$ cat config.mk
export PLATFORM = sky130hd
export DESIGN_NAME = adsr_poly_flat
export DESIGN_NICKNAME = d
export VERILOG_FILES = /design/src/rtl/adsr_poly_if.sv /design/src/rtl/adsr_poly.sv /design/src/flat_wrapper.sv
export SDC_FILE = /design/constraint.sdc
export NUM_CORES = 1
export LEC_CHECK = 0
export ABC_CLOCK_PERIOD_IN_PS = 8100
export CAP_MARGIN = 20
export CORE_UTILIZATION = 53
export CTS_BUF_LIST = sky130_fd_sc_hd__clkbuf_8
export CTS_CLUSTER_DIAMETER = 50
export DETAILED_ROUTE_END_ITERATION = 8
export DONT_BUFFER_PORTS = 1
export PLACE_DENSITY = 0.68
export SLEW_MARGIN = 40
export SYNTH_ARGS = -nofsm -noshare
export SYNTH_HDL_FRONTEND = slang
export SYNTH_SLANG_ARGS = --single-unit
$ cat constraint.sdc
create_clock -name clk -period 8.1 [get_ports clk]
set_clock_uncertainty 0.15 [all_clocks]
set_input_delay 1.62 -clock clk [delete_from_list [all_inputs] [get_ports clk]]
set_output_delay 1.62 -clock clk [all_outputs]
set_load 0.05 [all_outputs]
$ cat src/rtl/adsr_poly_if.sv
// Envelope bus: shared rates/levels, per-voice note events, per-voice CV out.
interface adsr_poly_if #(
  parameter int WIDTH  = 16,
  parameter int VOICES = 4
);
  logic                      tick;
  logic [VOICES-1:0]         note_on;
  logic [VOICES-1:0]         note_off;
  logic [WIDTH-1:0]          attack_rate;
  logic [WIDTH-1:0]          decay_rate;
  logic [WIDTH-1:0]          sustain_level;
  logic [WIDTH-1:0]          release_rate;
  logic [VOICES*WIDTH-1:0]   cv;
  logic [VOICES-1:0]         active;

  modport master (
    output tick, note_on, note_off,
    output attack_rate, decay_rate,
    output sustain_level, release_rate,
    input  cv, active
  );

  modport slave (
    input  tick, note_on, note_off,
    input  attack_rate, decay_rate,
    input  sustain_level, release_rate,
    output cv, active
  );
endinterface

$ cat src/rtl/adsr_poly.sv
// Polyphonic ADSR envelope, one independent FSM per voice on a shared tick.
// ADSR_EXP_RELEASE_EN selects exponential release (step = max(cv>>EXP_SHIFT,1)).
module adsr_poly #(
  parameter int WIDTH     = 16,
  parameter int VOICES    = 4,
  parameter int EXP_SHIFT = 6
) (
  input logic        clk,
  input logic        rst_n,
  adsr_poly_if.slave bus
);

  typedef enum logic [2:0] {
    IDLE,
    ATTACK,
    DECAY,
    SUSTAIN,
    RELEASE
  } state_e;

  localparam logic [WIDTH-1:0] CvMax = '1;
  localparam logic [WIDTH-1:0] One   = {{(WIDTH-1){1'b0}}, 1'b1};

  // Shift amount only shapes the curve when exponential release is built.
  if (EXP_SHIFT >= WIDTH) begin : g_shift_saturates
  end

  for (genvar v = 0; v < VOICES; v++) begin : g_voice
    state_e           st_q, st_d;
    logic [WIDTH-1:0] cv_q, cv_d;
    logic             on, off_ok, step;
    logic [WIDTH:0]   att_sum, dec_diff;
    logic [WIDTH-1:0] rel_step;
    logic             att_top, dec_hit, rel_hit;

    assign on      = bus.note_on[v];
    assign off_ok  = bus.note_off[v] &&
                     (st_q inside {ATTACK, DECAY, SUSTAIN});
    assign step    = bus.tick && !on && !off_ok;

    assign att_sum = {1'b0, cv_q} + {1'b0, bus.attack_rate};
    assign att_top = att_sum >= {1'b0, CvMax};

    // Borrow out of the extra bit means cv dropped below zero.
    assign dec_diff = {1'b0, cv_q} - {1'b0, bus.decay_rate};
    assign dec_hit  = dec_diff[WIDTH] ||
                      (dec_diff[WIDTH-1:0] <= bus.sustain_level);

`ifdef ADSR_EXP_RELEASE_EN
    logic [WIDTH-1:0] shr;
    assign shr      = cv_q >> EXP_SHIFT;
    assign rel_step = (shr == '0) ? One : shr;
`else
    assign rel_step = bus.release_rate;
`endif
    assign rel_hit = rel_step >= cv_q;

    always_ff @(posedge clk or negedge rst_n) begin
      if (!rst_n) begin
        st_q <= IDLE;
        cv_q <= '0;
      end else begin
        st_q <= st_d;
        cv_q <= cv_d;
      end
    end

    always_comb begin
      st_d = st_q;
      if (on) begin
        st_d = ATTACK;
      end else if (off_ok) begin
        st_d = RELEASE;
      end else if (step) begin
        case (st_q)
          ATTACK:  if (att_top) st_d = DECAY;
          DECAY:   if (dec_hit) st_d = SUSTAIN;
          RELEASE: if (rel_hit) st_d = IDLE;
          default: st_d = st_q;
        endcase
      end
    end

    always_comb begin
      cv_d = cv_q;
      if (step) begin
        case (st_q)
          IDLE:    cv_d = '0;
          ATTACK:  cv_d = att_top ? CvMax
                                  : att_sum[WIDTH-1:0];
          DECAY:   cv_d = dec_hit ? bus.sustain_level
                                  : dec_diff[WIDTH-1:0];
          SUSTAIN: cv_d = bus.sustain_level;
          RELEASE: cv_d = rel_hit ? '0
                                  : cv_q - rel_step;
          default: cv_d = cv_q;
        endcase
      end
    end

    assign bus.cv[v*WIDTH +: WIDTH] = cv_q;
    assign bus.active[v]            = (st_q != IDLE);
  end

endmodule

$ cat src/flat_wrapper.sv
// flat-port wrapper written by rule: the top's interface ports become plain ports
module adsr_poly_flat 
#(
  parameter int WIDTH     = 16,
  parameter int VOICES    = 4,
  parameter int EXP_SHIFT = 6
)
  (clk, rst_n, bus_tick, bus_note_on, bus_note_off, bus_attack_rate, bus_decay_rate, bus_sustain_level, bus_release_rate, bus_cv, bus_active);
  adsr_poly_if #(.WIDTH(WIDTH), .VOICES(VOICES)) bus_i ();
  input logic clk;
  input logic rst_n;
  input wire logic [$bits(bus_i.tick)-1:0] bus_tick;
  input wire logic [$bits(bus_i.note_on)-1:0] bus_note_on;
  input wire logic [$bits(bus_i.note_off)-1:0] bus_note_off;
  input wire logic [$bits(bus_i.attack_rate)-1:0] bus_attack_rate;
  input wire logic [$bits(bus_i.decay_rate)-1:0] bus_decay_rate;
  input wire logic [$bits(bus_i.sustain_level)-1:0] bus_sustain_level;
  input wire logic [$bits(bus_i.release_rate)-1:0] bus_release_rate;
  output wire logic [$bits(bus_i.cv)-1:0] bus_cv;
  output wire logic [$bits(bus_i.active)-1:0] bus_active;
  assign bus_i.tick = bus_tick;
  assign bus_i.note_on = bus_note_on;
  assign bus_i.note_off = bus_note_off;
  assign bus_i.attack_rate = bus_attack_rate;
  assign bus_i.decay_rate = bus_decay_rate;
  assign bus_i.sustain_level = bus_sustain_level;
  assign bus_i.release_rate = bus_release_rate;
  assign bus_cv = bus_i.cv;
  assign bus_active = bus_i.active;
  adsr_poly #(.WIDTH(WIDTH), .VOICES(VOICES), .EXP_SHIFT(EXP_SHIFT)) u_core (.clk(clk), .rst_n(rst_n), .bus(bus_i));
endmodule
==> metrics.txt <==
# TYPE chip_impl_metric gauge
chip_impl_info{name="status",value="finished, final reports clean"} 1
chip_impl_metric{name="largest_net_degree_at_the_start_of_global_routing",unit=""} 77
chip_impl_metric{name="antenna_violations_before_repair",unit=""} 4
chip_impl_metric{name="critical_path_peak_fanout",unit=""} 11
chip_impl_metric{name="finalMaxSlewViolations",unit=""} 0
chip_impl_metric{name="maximum_vdd_drop",unit="V"} 0.000221
chip_impl_info{name="hold_removal_path_class",value="flip-flop to flip-flop"} 1
chip_impl_metric{name="worst_slew_margin_rel",unit=""} 0.471
chip_impl_info{name="grt-busiest-layer",value="met2"} 1
chip_impl_metric{name="row_count",unit=""} 62
chip_impl_metric{name="synth_top_area_share",unit=""} 0.207
chip_impl_metric{name="yosys_warnings",unit=""} 0
chip_impl_metric{name="clk_pin_slew_worst_paths",unit="ps"} 100
chip_impl_metric{name="start_util",unit=""} 0.540
chip_impl_metric{name="cts-buffers-inserted",unit=""} 9
chip_impl_metric{name="worstPathArrival",unit="ps"} 6460
chip_impl_metric{name="grt.overflow.total",unit=""} 0
chip_impl_metric{name="routed_via_density",unit=""} 6.88
chip_impl_metric{name="port_buffers",unit=""} 0
chip_impl_metric{name="wire_length_of_the_first_global_routing_pass",unit="um"} 96600
chip_impl_metric{name="setup_violations",unit=""} 0
chip_impl_metric{name="ys_seq_area_frac",unit=""} 0.123
chip_impl_metric{name="drt_drc_violations_left",unit=""} 0
chip_impl_info{name="ctsRootBufferMaster",value="clkbuf_8"} 1
chip_impl_metric{name="postLayoutCellArea",unit="um2"} 16000
chip_impl_metric{name="post-cts-setup-buffers",unit=""} 0
chip_impl_metric{name="drt_wl_total",unit="um"} 65700
chip_impl_metric{name="die_boundary_width",unit="um"} 173
chip_impl_info{name="tritoncts",value="built"} 1
chip_impl_info{name="setup.worst_path.start_class",value="input pin"} 1
chip_impl_metric{name="dieArea",unit="um2"} 29900
chip_impl_metric{name="clock_tree.buffer_depth",unit=""} 2
chip_impl_metric{name="routed_wire_length_per_instance",unit="um"} 27.3
chip_impl_metric{name="synth-async-reset-ratio",unit=""} 1.00
chip_impl_metric{name="power_density",unit="nW/um2"} 491
chip_impl_metric{name="layout_worst_path_cycle_share",unit=""} 0.774
chip_impl_metric{name="fillerInstances",unit=""} 2813
chip_impl_metric{name="io_count",unit=""} 143
chip_impl_metric{name="leakagePower",unit="nW"} 7.24
chip_impl_metric{name="netlist_area",unit="um2"} 15500
chip_impl_metric{name="cap_violations",unit=""} 0
chip_impl_metric{name="layout.core_utilization",unit=""} 0.559
chip_impl_metric{name="number_of_global_route_vias_before_repair",unit=""} 15400
chip_impl_info{name="criticalPathCategory",value="input pin to flip-flop"} 1
chip_impl_metric{name="cp.required",unit="ps"} 8290
chip_impl_info{name="grt_setup_unrepaired",value="no"} 1
chip_impl_metric{name="final_net_count",unit=""} 2357
chip_impl_metric{name="clock-sinks",unit=""} 76
chip_impl_metric{name="cts_hold_buf",unit=""} 0
chip_impl_metric{name="chipHeight",unit="um"} 173
chip_impl_metric{name="placeableCoreArea",unit="um2"} 28700
chip_impl_metric{name="grt_util_met2",unit=""} 0.618
chip_impl_metric{name="cts-resized-gates",unit=""} 0
chip_impl_metric{name="worstMarginPinSlew",unit="ps"} 790
chip_impl_metric{name="place_congestion",unit=""} 1.03
chip_impl_info{name="yosysTopAreaCell",value="ha_1"} 1
chip_impl_metric{name="route.antenna.remaining_nets",unit=""} 0
chip_impl_metric{name="clock_latency",unit="ps"} 410
chip_impl_info{name="ys_dominant_reg_cell",value="dfrtp_1"} 1
chip_impl_metric{name="grt_use_met1",unit=""} 0.562
chip_impl_metric{name="layout_cells_sized_above_1",unit=""} 0.0317
chip_impl_metric{name="dp.final_hpwl",unit="um"} 50700
chip_impl_metric{name="synth-edff-count",unit=""} 0
chip_impl_metric{name="synthToLayoutAreaGrowth",unit="%"} 3.54
chip_impl_metric{name="gr-usage-met3",unit=""} 0.107
chip_impl_metric{name="synth_nets",unit=""} 2395
chip_impl_metric{name="placed_cell_area",unit="um2"} 15800
chip_impl_info{name="leading_post_synthesis_cells_by_cell_area",value="ha_1, dfrtp_1, o21ai_0"} 1
chip_impl_metric{name="htreeDepth",unit=""} 3
chip_impl_info{name="endpoint_kind",value="flip-flop"} 1
chip_impl_metric{name="detailedRoute.firstIterationViolations",unit=""} 1661
chip_impl_metric{name="final-hold-violation-count",unit=""} 0
chip_impl_metric{name="synth_cells",unit=""} 2052
chip_impl_metric{name="post_synth_cell_types",unit=""} 87
chip_impl_metric{name="post_synth.cell_area_avg",unit="um2"} 7.55
chip_impl_metric{name="dr_total_vias",unit=""} 16600
chip_impl_metric{name="groute.usage.overall",unit=""} 0.431
chip_impl_metric{name="max_freq",unit="MHz"} 159
chip_impl_metric{name="postSynthRegisterBits",unit=""} 76
chip_impl_metric{name="setup-tns-final",unit="ps"} 0
chip_impl_metric{name="post-route-min-period",unit="ps"} 6270
chip_impl_metric{name="drt_pass1_iterations",unit=""} 6
-- power by group --
| group | internal (mW) | switching [mW] |
|---|---|---|
| combinational | 2.47 | 3.48 |
| clock | 0.170 | 0.190 |
| sequential | 0.534 | 1.02 |
| total | 3.18 | 4.70 |
-- final cells by class --
| class | instances | area [um2] | area share |
|---|---|---|---|
| antenna | 4 | 10.0 | 0.000624 |
| clock inverter | 6 | 81.3 | 0.00507 |
| clock buffer | 9 | 124 | 0.00772 |
| sequential | 76 | 1900 | 0.119 |
| timing repair buffer | 5 | 37.5 | 0.00234 |
| multi-input combinational | 1807 | 13000 | 0.809 |
| inverter | 115 | 432 | 0.0269 |
| tap | 384 | 480 | 0.0299 |
-- metal layers --
metal,vias up,wire [um]
met1,7746,27100
li1,7693,-
met3,185,7120
met4,2,5020
met5,-,13
met2,928,26400
-- state kept, by name, summed over array words and instances (netlist names) --
| name | flops |
|---|---|
| u_core.g_voice.cv_q | 64 |
| u_core.g_voice.st_q | 12 |
-- cells in the mapped netlist, types with 6 or more instances --
library cell / number
nand3_1: 44
o2111ai_1: 10
mux2i_1: 14
nor4_1: 8
o21a_1: 46
nor3_1: 46
o31a_1: 14
o21ai_1: 8
a221oi_1: 31
o41ai_1: 6
nor2b_1: 32
a222oi_1: 12
a31oi_1: 47
and3_1: 14
o31ai_1: 9
or3_1: 19
inv_1: 115
a21o_1: 73
mux2_2: 12
or2_2: 7
and4_1: 8
nand2b_1: 37
o21bai_1: 19
ha_1: 256
a22oi_1: 9
o21ai_0: 177
a211o_1: 6
xor2_1: 54
and2_1: 20
nand4_1: 27
fa_1: 12
xnor2_1: 88
a21oi_1: 171
nor2_1: 176
nand2_1: 146
o211ai_1: 20
nand3b_1: 6
clkbuf_1: 50
a41oi_1: 6
a211oi_1: 17
o22ai_1: 9
dfrtp_1: 76
-- layout by cell type (no fill, tap or decap), types with 9 or more instances in the layout --
| master | count |
|---|---|
| a211oi_1 | 17 |
| a21o_1 | 73 |
| a21oi_1 | 171 |
| a221oi_1 | 31 |
| a222oi_1 | 12 |
| a22oi_1 | 9 |
| a31oi_1 | 47 |
| and2_1 | 20 |
| and3_1 | 14 |
| clkbuf_8 | 9 |
| dfrtp_1 | 76 |
| fa_1 | 12 |
| ha_1 | 256 |
| inv_1 | 116 |
| mux2_2 | 12 |
| mux2i_1 | 14 |
| nand2_1 | 146 |
| nand2b_1 | 37 |
| nand3_1 | 44 |
| nand4_1 | 27 |
| nor2_1 | 174 |
| nor2b_1 | 30 |
| nor3_1 | 46 |
| o2111ai_1 | 10 |
| o211ai_1 | 20 |
| o21a_1 | 46 |
| o21ai_0 | 177 |
| o21bai_1 | 19 |
| o22ai_1 | 9 |
| o31a_1 | 14 |
| o31ai_1 | 9 |
| or3_1 | 19 |
| xnor2_1 | 88 |
| xor2_1 | 54 |
-- path summary, 6_finish.rpt --
check,start,end,slack [ps],cells past startpoint
max,bus_decay_rate[7],u_core.g_voice[0].cv_q[14],1830,19
min,u_core.g_voice[3].st_q[0],u_core.g_voice[3].st_q[0],510,2
max reg2reg,u_core.g_voice[0].cv_q[0],u_core.g_voice[0].cv_q[14],2070,19
min reg2reg,u_core.g_voice[3].st_q[0],u_core.g_voice[3].st_q[0],510,2
max in group asynchronous,rst_n,u_core.g_voice[2].st_q[0],6880,0
min in group asynchronous,rst_n,u_core.g_voice[0].cv_q[11],740,0
-- through the flow --
| step | setup slack [ps] | power (mW) | hold slack, ps | cells |
|---|---|---|---|---|
| floorplan | 2260 | 5.91 | 404 | 2052 |
| finish | 1830 | 7.88 | 509 | 2406 |
| global route | 1490 | 8.51 | 552 | 2402 |
| CTS | 1960 | 7.69 | 506 | 2402 |
| detailed placement | 1560 | 7.30 | 487 | 2387 |
| global placement | 1700 | 7.24 | 468 | 2387 |
-- kinds of logic after synthesis --
kind of cell / synth area share
AO/OA/AOI/OAI: 0.323
XOR/XNOR: 0.0802
adder cells (fa/ha/maj): 0.223
buffers and inverters: 0.0412
flip-flops: 0.123
multiplexers: 0.0187
AND/OR/NAND/NOR: 0.192
-- critical path, stage by stage --
cell	delay, ps
inv_1	220
ha_1	350
a21o_1	180
a21o_1	180
a21oi_1	280
a2bb2oi_1	210
o31a_1	230
nand2b_1	90
a21oi_1	170
xnor2_1	120
ha_1	290
nand3_1	120
or4_1	560
o21ai_0	160
o21ai_0	220
or2_2	390
nor2_1	620
a221oi_1	220
a31oi_1	210
No activity file was read; power rests on OpenSTA's default activity.
